--- config.mk ---
export PLATFORM = sky130hd
export DESIGN_NAME = keypad_scan_sequencer
export DESIGN_NICKNAME = d
export VERILOG_FILES = /design/src/rtl/keypad_pkg.sv /design/src/rtl/keypad_event_fifo.sv /design/src/rtl/keypad_scan_sequencer.sv
export SDC_FILE = /design/constraint.sdc
export NUM_CORES = 1
export LEC_CHECK = 0
export ABC_AREA = 1
export BUFFER_PORTS_ARGS = -buffer_cell sky130_fd_sc_hd__buf_4
export CAP_MARGIN = 20
export CORE_ASPECT_RATIO = 1.25
export CORE_MARGIN = 4
export CORE_UTILIZATION = 63
export DETAILED_ROUTE_END_ITERATION = 16
export GPL_ROUTABILITY_DRIVEN = 0
export PLACE_DENSITY = 0.85
export SLEW_MARGIN = 25
export SYNTH_ARGS = -nofsm -noshare
export SYNTH_HDL_FRONTEND = slang
export SYNTH_HIERARCHICAL = 1
export SYNTH_SLANG_ARGS = --single-unit
--- constraint.sdc ---
create_clock -name clk -period 13.15 [get_ports clk]
set_input_delay 1.315 -clock clk [delete_from_list [all_inputs] [get_ports clk]]
set_output_delay 1.315 -clock clk [all_outputs]
set_load 0.05 [all_outputs]
--- src/rtl/keypad_pkg.sv ---
// rtl/keypad_pkg.sv - shared keypad dimensions, scan FSM states and key code helpers
package keypad_pkg;

  localparam int NUM_ROWS = 4;
  localparam int NUM_COLS = 4;
  localparam int KEY_W    = 4;

  // Candidate and stable codes carry an extra MSB so "no key" never aliases a real code.
  localparam logic [KEY_W:0] KEY_NONE = {1'b1, {KEY_W{1'b0}}};

  typedef enum logic [1:0] {IDLE, DRIVE, SAMPLE} scan_state_e;

  function automatic logic [KEY_W-1:0] pack_code(input logic [1:0] row, input logic [1:0] col);
    return {row, col};
  endfunction

  function automatic logic [1:0] code_row(input logic [KEY_W-1:0] code);
    return code[3:2];
  endfunction

  function automatic logic [1:0] code_col(input logic [KEY_W-1:0] code);
    return code[1:0];
  endfunction

endpackage

--- src/rtl/keypad_event_fifo.sv ---
// rtl/keypad_event_fifo.sv - synchronous key event queue; push and pop together are both honoured even when full
module keypad_event_fifo #(
  parameter int DEPTH = 4,
  parameter int WIDTH = 4
) (
  input  logic             clk,
  input  logic             reset,
  input  logic             push,
  input  logic [WIDTH-1:0] push_data,
  input  logic             pop,
  output logic [WIDTH-1:0] pop_data,
  output logic             full,
  output logic             empty
);

  localparam int AW = $clog2(DEPTH);

  logic [AW:0]      wr_q, wr_d, rd_q, rd_d;
  logic [WIDTH-1:0] mem_q [DEPTH];
  logic [WIDTH-1:0] mem_d [DEPTH];
  logic             do_push, do_pop;

  always_comb begin
    empty   = (wr_q == rd_q);
    full    = (wr_q[AW] != rd_q[AW]) && (wr_q[AW-1:0] == rd_q[AW-1:0]);
    do_pop  = pop && !empty;
    do_push = push && (!full || do_pop);
    mem_d   = mem_q;
    wr_d    = wr_q;
    rd_d    = rd_q;
    if (do_push) begin
      mem_d[wr_q[AW-1:0]] = push_data;
      wr_d                = wr_q + 1'b1;
    end
    if (do_pop) begin
      rd_d = rd_q + 1'b1;
    end
  end

  assign pop_data = mem_q[rd_q[AW-1:0]];

  always_ff @(posedge clk or posedge reset) begin
    if (reset) begin
      wr_q <= '0;
      rd_q <= '0;
      for (int i = 0; i < DEPTH; i++) begin
        mem_q[i] <= '0;
      end
    end else begin
      wr_q  <= wr_d;
      rd_q  <= rd_d;
      mem_q <= mem_d;
    end
  end

endmodule

--- src/rtl/keypad_scan_sequencer.sv ---
// rtl/keypad_scan_sequencer.sv - 4x4 keypad column scanner with frame debounce and event queue
// Optional auto-repeat of a held key is built when KEYPAD_REPEAT_EN is defined.
module keypad_scan_sequencer
  import keypad_pkg::*;
#(
  parameter int SETTLE_CYCLES   = 8,
  parameter int DEBOUNCE_FRAMES = 4,
  parameter int FIFO_DEPTH      = 4,
  parameter int REPEAT_DELAY    = 32,
  parameter int REPEAT_RATE     = 8
) (
  input  logic             clk,
  input  logic             reset,
  input  logic             enable,
  input  logic [3:0]       rows,
  output logic [3:0]       cols,
  output logic [1:0]       col_idx,
  output logic [KEY_W-1:0] key_code,
  output logic             key_valid,
  input  logic             key_ready,
  output logic             key_down,
  output logic             overflow,
  input  logic             ovf_clr
);

  localparam int SETTLE_W = (SETTLE_CYCLES > 1) ? $clog2(SETTLE_CYCLES) : 1;
  localparam int DEB_W    = $clog2(DEBOUNCE_FRAMES + 1);

  logic [3:0]          rows_meta_q, rows_meta_d, rows_sync_q, rows_sync_d;
  scan_state_e         state_q, state_d;
  logic [1:0]          col_idx_q, col_idx_d;
  logic [3:0]          cols_q, cols_d;
  logic [SETTLE_W-1:0] settle_q, settle_d;
  logic [11:0]         frame_q, frame_d;
  logic [KEY_W:0]      cand_q, cand_d, stable_q, stable_d, cand;
  logic [DEB_W-1:0]    deb_q, deb_d, deb_n;
  logic                key_down_q, key_down_d, overflow_q, overflow_d;
  logic [15:0]         frame_all;
  logic [4:0]          hits;
  logic [KEY_W-1:0]    hit_code, fifo_data;
  logic                eval, ghost, stable_chg, press_push, rep_push, push, pop;
  logic                fifo_full, fifo_empty;

  always_comb begin
    rows_meta_d = rows;
    rows_sync_d = rows_meta_q;
    state_d     = state_q;
    col_idx_d   = col_idx_q;
    cols_d      = cols_q;
    settle_d    = settle_q;
    frame_d     = frame_q;
    eval        = 1'b0;
    if (!enable) begin
      state_d   = IDLE;
      col_idx_d = '0;
      cols_d    = '0;
      settle_d  = '0;
      frame_d   = '0;
    end else begin
      case (state_q)
        IDLE: begin
          state_d   = DRIVE;
          col_idx_d = '0;
          cols_d    = 4'b0001;
          settle_d  = '0;
        end
        DRIVE: begin
          if (settle_q == SETTLE_W'(SETTLE_CYCLES - 1)) state_d = SAMPLE;
          else settle_d = settle_q + 1'b1;
        end
        SAMPLE: begin
          for (int c = 0; c < NUM_COLS - 1; c++) begin
            if (col_idx_q == 2'(c)) frame_d[c*4 +: 4] = rows_sync_q;
          end
          eval      = (col_idx_q == 2'd3);
          col_idx_d = col_idx_q + 2'd1;
          cols_d    = 4'b0001 << col_idx_d;
          settle_d  = '0;
          state_d   = DRIVE;
        end
        default: state_d = IDLE;
      endcase
    end

    // Column 3 is judged straight from the synchroniser rather than waiting a cycle to latch it.
    frame_all = {rows_sync_q, frame_q};
    hits      = '0;
    hit_code  = '0;
    for (int i = 0; i < NUM_ROWS * NUM_COLS; i++) begin
      if (frame_all[i]) begin
        hits     = hits + 5'd1;
        hit_code = pack_code(2'(i), 2'(i >> 2));
      end
    end
    ghost = eval && (hits > 5'd1);
    cand  = (hits == 5'd0) ? KEY_NONE : {1'b0, hit_code};
    if (deb_q != '0 && cand == cand_q)
      deb_n = (deb_q == DEB_W'(DEBOUNCE_FRAMES)) ? deb_q : deb_q + 1'b1;
    else
      deb_n = DEB_W'(1);
    stable_chg = eval && !ghost && (deb_n == DEB_W'(DEBOUNCE_FRAMES)) && (cand != stable_q);
    press_push = stable_chg && !cand[KEY_W];

    cand_d     = cand_q;
    deb_d      = deb_q;
    stable_d   = stable_q;
    key_down_d = key_down_q;
    if (!enable) begin
      cand_d = KEY_NONE;
      deb_d  = '0;
    end else if (ghost) begin
      deb_d = '0;
    end else if (eval) begin
      cand_d = cand;
      deb_d  = deb_n;
      if (stable_chg) begin
        stable_d   = cand;
        key_down_d = !cand[KEY_W];
      end
    end

    push       = press_push || rep_push;
    pop        = key_valid && key_ready;
    overflow_d = (push && fifo_full && !pop) || (overflow_q && !ovf_clr);
  end

`ifdef KEYPAD_REPEAT_EN
  localparam int REP_MAX = (REPEAT_DELAY > REPEAT_RATE) ? REPEAT_DELAY : REPEAT_RATE;
  localparam int REP_W   = $clog2(REP_MAX + 1);

  logic [REP_W-1:0] rep_cnt_q, rep_cnt_d, rep_limit;
  logic             rep_armed_q, rep_armed_d;

  always_comb begin
    rep_cnt_d   = rep_cnt_q;
    rep_armed_d = rep_armed_q;
    rep_push    = 1'b0;
    rep_limit   = rep_armed_q ? REP_W'(REPEAT_RATE) : REP_W'(REPEAT_DELAY);
    if (!enable || ghost || stable_chg) begin
      rep_cnt_d   = '0;
      rep_armed_d = 1'b0;
    end else if (eval && !stable_q[KEY_W] && cand == stable_q) begin
      if (rep_cnt_q + 1'b1 == rep_limit) begin
        rep_push    = 1'b1;
        rep_cnt_d   = '0;
        rep_armed_d = 1'b1;
      end else begin
        rep_cnt_d = rep_cnt_q + 1'b1;
      end
    end
  end

  always_ff @(posedge clk or posedge reset) begin
    if (reset) begin
      rep_cnt_q   <= '0;
      rep_armed_q <= 1'b0;
    end else begin
      rep_cnt_q   <= rep_cnt_d;
      rep_armed_q <= rep_armed_d;
    end
  end
`else
  // Repeat timing parameters are inert in this build.
  logic [31:0] unused_repeat_cfg;
  assign unused_repeat_cfg = 32'(REPEAT_DELAY + REPEAT_RATE);
  assign rep_push          = 1'b0;
`endif

  always_ff @(posedge clk or posedge reset) begin
    if (reset) begin
      rows_meta_q <= '0;
      rows_sync_q <= '0;
      state_q     <= IDLE;
      col_idx_q   <= '0;
      cols_q      <= '0;
      settle_q    <= '0;
      frame_q     <= '0;
      cand_q      <= KEY_NONE;
      deb_q       <= '0;
      stable_q    <= KEY_NONE;
      key_down_q  <= 1'b0;
      overflow_q  <= 1'b0;
    end else begin
      rows_meta_q <= rows_meta_d;
      rows_sync_q <= rows_sync_d;
      state_q     <= state_d;
      col_idx_q   <= col_idx_d;
      cols_q      <= cols_d;
      settle_q    <= settle_d;
      frame_q     <= frame_d;
      cand_q      <= cand_d;
      deb_q       <= deb_d;
      stable_q    <= stable_d;
      key_down_q  <= key_down_d;
      overflow_q  <= overflow_d;
    end
  end

  keypad_event_fifo #(
    .DEPTH (FIFO_DEPTH),
    .WIDTH (KEY_W)
  ) u_fifo (
    .clk       (clk),
    .reset     (reset),
    .push      (push),
    .push_data (stable_d[KEY_W-1:0]),
    .pop       (pop),
    .pop_data  (fifo_data),
    .full      (fifo_full),
    .empty     (fifo_empty)
  );

  assign cols      = cols_q;
  assign col_idx   = col_idx_q;
  assign key_code  = fifo_data;
  assign key_valid = !fifo_empty;
  assign key_down  = key_down_q;
  assign overflow  = overflow_q;

endmodule

---- Word level (Yosys, flattened, before mapping) ----
Index checks and enable logic that the tools add are counted.
word-level totals
  register bits ........................... 68
  input port bits ......................... 9
  output and inout port bits .............. 13
cells by class
  add/sub/neg operators ................... 20
  $lt $le $gt $ge ......................... 4
  eq/ne operators ......................... 24
  shifts and indexed selects .............. 1
  multiplexer cells ....................... 67
  bitwise logic cells ..................... 3
  reductions and logical operators ........ 33
operator list
  kind                                                              number
  4-bit two-way mux                                                 25
  5-bit two-way mux                                                 19
  5-bit by 1-bit adder with 5-bit output (second input constant)    15
  12-bit two-way mux                                                2
  3-bit two-way mux                                                 8
  16-bit bitwise mux                                                1
  1-bit logical AND                                                 14
  3-bit by 1-bit adder with 3-bit output (second input constant)    4
  2-bit by 1-bit != test with 1-bit output (second input constant)  5
  2-bit AND reduction                                               5
  3-bit equality test (second input constant)                       3
  4-bit binary-select mux with 2-bit select                         1
  4-bit demux with 2-bit select                                     1
  2-bit one-hot mux with 2 select lines                             2
  4-bit one-hot mux with 2 select lines                             1
  2-bit equality test (second input constant)                       3
  3-bit >= comparator (second input constant)                       2
  1-bit zero test                                                   6
  2-bit two-way mux                                                 3
  3-bit by 1-bit != test with 1-bit output (second input constant)  2
  3-bit != test (second input constant)                             2
  2-bit inverter with 3-bit output                                  2
  3-bit one-hot mux with 2 select lines                             1
  5-bit equality test                                               1
  other kinds (19)                                                  24

---- Longest topological paths before layout ----
  depth in word-level cells ............... 44
  gate-level depth with buffers ........... 72

---- Hierarchy ----
Netlist, hierarchy kept.
modules (own cells, without submodules)
  module                 times used  cells each  area each (um^2)  seq. area each (um^2)
  keypad_scan_sequencer  1           586         3953.8            1153.6
  keypad_event_fifo      1           143         1179.9            550.5

---- Least setup slack after synthesis ----
Ideal clock, no wire load.
  kind .................................... reg2reg
  start point ............................. reg frame_q[0]
  end point ............................... reg u_fifo.wr_q[0]
  setup time .............................. 117 ps
  arrival ................................. 9702 ps
  required time ........................... 13033 ps
  slack ................................... 3331 ps
  stages on the path, launching flop included .. 69
  path buffers ............................ 3
  path through ............................ dfrtp_1 > inv_1 > ha_1 > inv_1 > nand2_4 > nand2_2 > inv_1 > ha_1 > nand2_1 > nand2_1 > ha_1 > or2_1 > nand2_1 > inv_1 > ha_1 > or2_2 > nand2_1 > inv_1 > [... 33 more ...] > nand2_1 > a21oi_1 > nand3_2 > inv_2 > nand2_4 > buf_6 > nand3_1 > nand2_1 > nor2_2 > nand3_2 > nor2_2 > nand3_2 > buf_6 > nor2_1 > clkbuf_1 > nand2_2 > nand2_1 > nand2_1
on the way
  word-level cells in the longest chain between the ends .. 41
  elaborated cells on any way between the ends .. 47
RTL lines
  element                                 RTL line                      text
  start: declaration                      keypad_scan_sequencer.sv:34   logic [11:0] frame_q, frame_d;
  start signal: assignment                keypad_scan_sequencer.sv:190  frame_q <= frame_d;
  1-bit two-way mux (*)                   keypad_scan_sequencer.sv:90   if (frame_all[i]) begin
  5-bit by 1-bit adder with 5-bit output  keypad_scan_sequencer.sv:91   hits = hits + 5'd1;
  5-bit two-way mux (*)                   keypad_scan_sequencer.sv:90
  5-bit by 1-bit adder with 5-bit output  keypad_scan_sequencer.sv:91
  5-bit two-way mux (*)                   keypad_scan_sequencer.sv:90
  5-bit by 1-bit adder with 5-bit output  keypad_scan_sequencer.sv:91
  5-bit two-way mux (*)                   keypad_scan_sequencer.sv:90
  5-bit by 1-bit adder with 5-bit output  keypad_scan_sequencer.sv:91
  [... 25 more ...]                       -
  5-bit equality test                     keypad_scan_sequencer.sv:97   if (deb_q != '0 && cand == cand_q)
  1-bit logical AND                       keypad_scan_sequencer.sv:97
  3-bit two-way mux                       keypad_scan_sequencer.sv:97
  3-bit equality test                     keypad_scan_sequencer.sv:101  stable_chg = eval && !ghost && (deb_n == DEB_W'(DEBOUNCE_FRAMES)) && (cand != stable_q);
  1-bit logical AND (2 in series)         keypad_scan_sequencer.sv:101
  1-bit logical AND (*)                   keypad_scan_sequencer.sv:102  press_push = stable_chg && !cand[KEY_W];
  named net press_push                    keypad_scan_sequencer.sv:41   logic eval, ghost, stable_chg, press_push, rep_push, push, pop;
  1-bit logical AND (*)                   keypad_event_fifo.sv:27       do_push = push && (!full || do_pop);
  end signal: assignment                  keypad_event_fifo.sv:50       wr_q <= wr_d;
  end: declaration                        keypad_event_fifo.sv:18       logic [AW:0] wr_q, wr_d, rd_q, rd_d;
Mark *: on every way through the listed nets, which the timed path passes. The rest lies on a longest branch.
A chain may end at the register's enable or synchronous reset.

---- Final worst setup path ----
  start point ............................. reg frame_q[1]
  end point ............................... reg u_fifo/mem_q[1] (netlist bit)
on the way
  elaborated cells on any way between the ends .. 65
RTL lines
  element                                 RTL line                      text
  5-bit two-way mux                       keypad_scan_sequencer.sv:90
  5-bit by 1-bit adder with 5-bit output  keypad_scan_sequencer.sv:91
  5-bit two-way mux                       keypad_scan_sequencer.sv:90
  5-bit by 1-bit adder with 5-bit output  keypad_scan_sequencer.sv:91
  5-bit two-way mux                       keypad_scan_sequencer.sv:90
  5-bit by 1-bit adder with 5-bit output  keypad_scan_sequencer.sv:91
  5-bit two-way mux                       keypad_scan_sequencer.sv:90
  5-bit by 1-bit adder with 5-bit output  keypad_scan_sequencer.sv:91
  [... 23 more ...]                       -
  5-bit equality test                     keypad_scan_sequencer.sv:97
  1-bit logical AND                       keypad_scan_sequencer.sv:97
  3-bit two-way mux                       keypad_scan_sequencer.sv:97
  3-bit equality test                     keypad_scan_sequencer.sv:101
  1-bit logical AND (2 in series)         keypad_scan_sequencer.sv:101
  1-bit logical AND (*)                   keypad_scan_sequencer.sv:102
  named net press_push                    keypad_scan_sequencer.sv:41
  1-bit logical AND (*)                   keypad_event_fifo.sv:27
  end signal: assignment                  keypad_event_fifo.sv:52       mem_q <= mem_d;
  end: declaration                        keypad_event_fifo.sv:19       logic [WIDTH-1:0] mem_q [DEPTH];
Marks and branches as above.

==> out/metrics.json <==
{
  "critical_path_required": {"value": 13.39, "unit": "ns"},
  "end_kind": {"value": "flop"},
  "mostFrequentLayoutCell": {"value": "sky130_fd_sc_hd__nand2_1"},
  "antenna-diode-count": {"value": 0},
  "detail_route.wirelength": {"value": 10740, "unit": "um"},
  "run_status": {"value": "completed"},
  "path_clk_slew": {"value": 0.07, "unit": "ns"},
  "worstMarginPinSlew": {"value": 0.8236, "unit": "ns"},
  "clock_tree.buffer_depth": {"value": 2},
  "areaGrowthSynthToFinish": {"value": 8.896, "unit": "%"},
  "fin_area": {"value": 5590, "unit": "sq um"},
  "cellLeakagePower": {"value": 3.167, "unit": "nW"},
  "timing.critical_path.slowest_cell_delay": {"value": 0.37, "unit": "ns"},
  "post-cts-setup-buffers": {"value": 0},
  "synth.avg_cell_area": {"value": 7.042, "unit": "sq um"},
  "via_count_of_the_first_global_routing_pass": {"value": 4603},
  "critPathLaunchType": {"value": "flop"},
  "die_area": {"value": 9666, "unit": "sq um"},
  "drive_above_1_share": {"value": 18.23, "unit": "%"},
  "area_fraction_in_and_or_nand_and_nor_cells_after_synthesis": {"value": 42.19, "unit": "%"},
  "max_cap_viol_count": {"value": 0},
  "synth.ff_latch_count": {"value": 68},
  "critical_path.slowest_cell": {"value": "sky130_fd_sc_hd__dfrtp_1"},
  "i_o_buffers": {"value": 21},
  "total_placed_instance_area": {"value": 5353, "unit": "sq um"},
  "syn_area": {"value": 5134, "unit": "sq um"},
  "grt_antenna_before_repair": {"value": 0},
  "die-height": {"value": 108.9, "unit": "um"},
  "crit_arrival": {"value": 11.01, "unit": "ns"},
  "ctsResizeCount": {"value": 0},
  "min_to": {"value": "rows_sync_q[0]"},
  "power_per_cell_area": {"value": 80.84, "unit": "nW/um^2"},
  "final_nets": {"value": 789},
  "finalSetupTns": {"value": 0, "unit": "ns"},
  "maximum_number_of_pins_on_one_net_before_global_route_repair": {"value": 47},
  "yosys.area_share.adder": {"value": 6.824, "unit": "%"},
  "cts_hold_fix_bufs": {"value": 0},
  "min_from": {"value": "rows_meta_q[0]"},
  "grt_remaining_overflow": {"value": 0},
  "synth.area.mux_share": {"value": 0, "unit": "%"},
  "worst_path_most_repeated_cell": {"value": "sky130_fd_sc_hd__nand2_1"},
  "final_core_area_utilization": {"value": 70.92, "unit": "%"},
  "irDropWorstVdd": {"value": 0.1127, "unit": "mV"},
  "dp_worst_setup_slack": {"value": 2.458, "unit": "ns"},
  "dominant_combinational_cell_family_by_area_after_synthesis": {"value": "simple AND/OR/NAND/NOR gates"},
  "clock_skew": {"value": 0.009790, "unit": "ns"},
  "reg_area": {"value": 1704, "unit": "sq um"},
  "route.antenna.remaining_nets": {"value": 0},
  "cts_tree": {"value": "yes"},
  "most-common-layout-cells": {"value": "211 x sky130_fd_sc_hd__nand2_1, 107 x sky130_fd_sc_hd__inv_1, 66 x sky130_fd_sc_hd__dfrtp_1"},
  "detail_route.iter0.violations": {"value": 200},
  "worstSkewPairLatency": {"value": 0.35, "unit": "ns"},
  "fp.dieW": {"value": 88.74, "unit": "um"},
  "drc": {"value": 0},
  "vias": {"value": 4665},
  "synth-compound-area-share": {"value": 7.019, "unit": "%"},
  "final_min_period": {"value": 10.78, "unit": "ns"},
  "holdPathStages": {"value": 0},
  "layout.filler_cells": {"value": 661},
  "critPathKind": {"value": "reg -> reg"},
  "clk_root_buffer_cell": {"value": "sky130_fd_sc_hd__clkbuf_8"},
  "firstDrtPassIters": {"value": 5},
  "synth.lib_cells_used.distinct": {"value": 37},
  "setup_viol": {"value": 0},
  "instances_no_fill": {"value": 852},
  "cts_buffers": {"value": 9},
  "gr-usage-all-layers": {"value": 24.56, "unit": "%"},
  "wire_length_of_the_first_global_routing_pass": {"value": 18950, "unit": "um"},
  "rr_endpoint": {"value": "u_fifo/mem_q[1]"},
  "crit_family": {"value": "simple AND/OR/NAND/NOR gates"},
  "finalHoldViolations": {"value": 0},
  "worstPathBufferInverterCount": {"value": 13},
  "detailedPlacementHpwl": {"value": 8460, "unit": "um"},
  "reg2reg_slack": {"value": 2.37, "unit": "ns"},
  "ff2ff_path_depth": {"value": 69},
  "vias_per_cell": {"value": 5.475},
  "place.detailed.instances": {"value": 836},
  "layout_setup_ws": {"value": 2.374, "unit": "ns"},
  "sequential_area_share_after_synthesis": {"value": 33.20, "unit": "%"},
  "slew_violations": {"value": 0},
  "number_of_sinks_driven_by_the_clock_tree": {"value": 68},
  "r2r_start": {"value": "frame_q[1]"},
  "hold_path.class": {"value": "reg -> reg"},
  "post_drt_wl_per_cell": {"value": 12.60, "unit": "um"},
  "synth-xor-area-share": {"value": 0.6581, "unit": "%"},
  "core_region": {"value": 7883, "unit": "sq um"},
  "min_period_over_period": {"value": 81.95, "unit": "%"},
  "multi_input_area": {"value": 2910, "unit": "sq um"},
  "cts.htree.levels": {"value": 3},
  "max-slew-margin-rel": {"value": 45.03, "unit": "%"},
  "design.portCount": {"value": 22},
  "syn_nets": {"value": 766},
  "rows": {"value": 36},
  "critPathMaxFanout": {"value": 24},
  "grt_setup_unrepaired": {"value": "false"},
  "gate_count_post_synth": {"value": 729},
  "yosysWarnings": {"value": 6},
  "initial_core_util": {"value": 65.13, "unit": "%"},
  "fmaxAchievable": {"value": 0.09280, "unit": "GHz"}
}
worst max-delay path by stage:
stage / endpoint / cells past startpoint / start / slack (ns)
6_report: u_fifo/mem_q[1] / 69 / frame_q[1] / 2.37
5_1_grt: u_fifo/mem_q[2] / 69 / frame_q[1] / 1.41
4_1_cts: u_fifo/mem_q[1] / 69 / frame_q[1] / 2.40
3_5_place_dp: u_fifo/mem_q[1] / 69 / frame_q[1] / 2.46
3_3_place_gp: u_fifo/mem_q[1] / 69 / frame_q[0] / 2.91
2_1_floorplan: u_fifo/wr_q[0] / 68 / frame_q[0] / 3.33
routing by layer:
layer | vias to the layer above | global-route usage, % | part of all wire, %
met2 | 81 | 46.07 | 55
met3 | 17 | 4.308 | 2.7
li1 | 2398 | - | -
met4 | 0 | 10.48 | 1.9
met1 | 2169 | 26.34 | 40
met5 | - | 0 | 0
power breakdown:
group	switching [mW]	internal [mW]	leakage, nW
logic	0.0263	0.0111	2.14
registers	0.00375	0.214	0.912
clock network	0.0749	0.122	0.116
total	0.105	0.347	3.17
layout make-up:
class / instances / share of cell area (%)
timing repair buffer: 22 / 2.954
tap: 95 / 2.126
clock buffer: 13 / 3.021
multi-input combinational: 530 / 52.06
clock inverter: 3 / 1.209
inverter: 121 / 8.147
sequential: 68 / 30.48
synthesized netlist by cell type, drive strengths merged:
library cell	number	share of area (%)
xor2	1	0.17
nor2	46	3.8
buf	5	0.90
inv	119	8.7
and3	1	0.12
nand2	258	22
o21ai	35	3.6
a21oi	6	0.58
nor4	2	0.24
o22ai	20	2.4
nor3	3	0.39
ha	28	6.8
dfrtp	66	32
a211oi	1	0.15
clkinv	2	0.15
nand3	87	11
or2	6	0.73
clkbuf	5	0.37
nand3b	8	1.2
o31ai	2	0.29
nand4	24	3.2
xnor2	2	0.49
dfstp	2	1.0
per-stage QoR:
step	total power, mW	hold WS, ns
floorplan	0.2491	0.3312
global placement	0.2565	0.3334
detailed placement	0.2581	0.3371
CTS	0.4577	0.3528
global route	0.4721	0.3584
finish	0.4519	0.3516
sequential cells by signal, summed over array words and instances (netlist names), 2 cells and up:
name and flops:
cand_q 5, col_idx 2, cols 4, deb_q 3, frame_q 12, rows_meta_q 4
rows_sync_q 4, settle_q 3, stable_q 5, state_q 2, u_fifo/mem_q 16, u_fifo/rd_q 3
u_fifo/wr_q 3
cells by family after synthesis:
family,after synthesis
compound gates,64
xor+xnor,3
fa+ha+maj,28
buf+inv,131
flops,68
simple gates,435
Power figures use the tool's default switching activity.
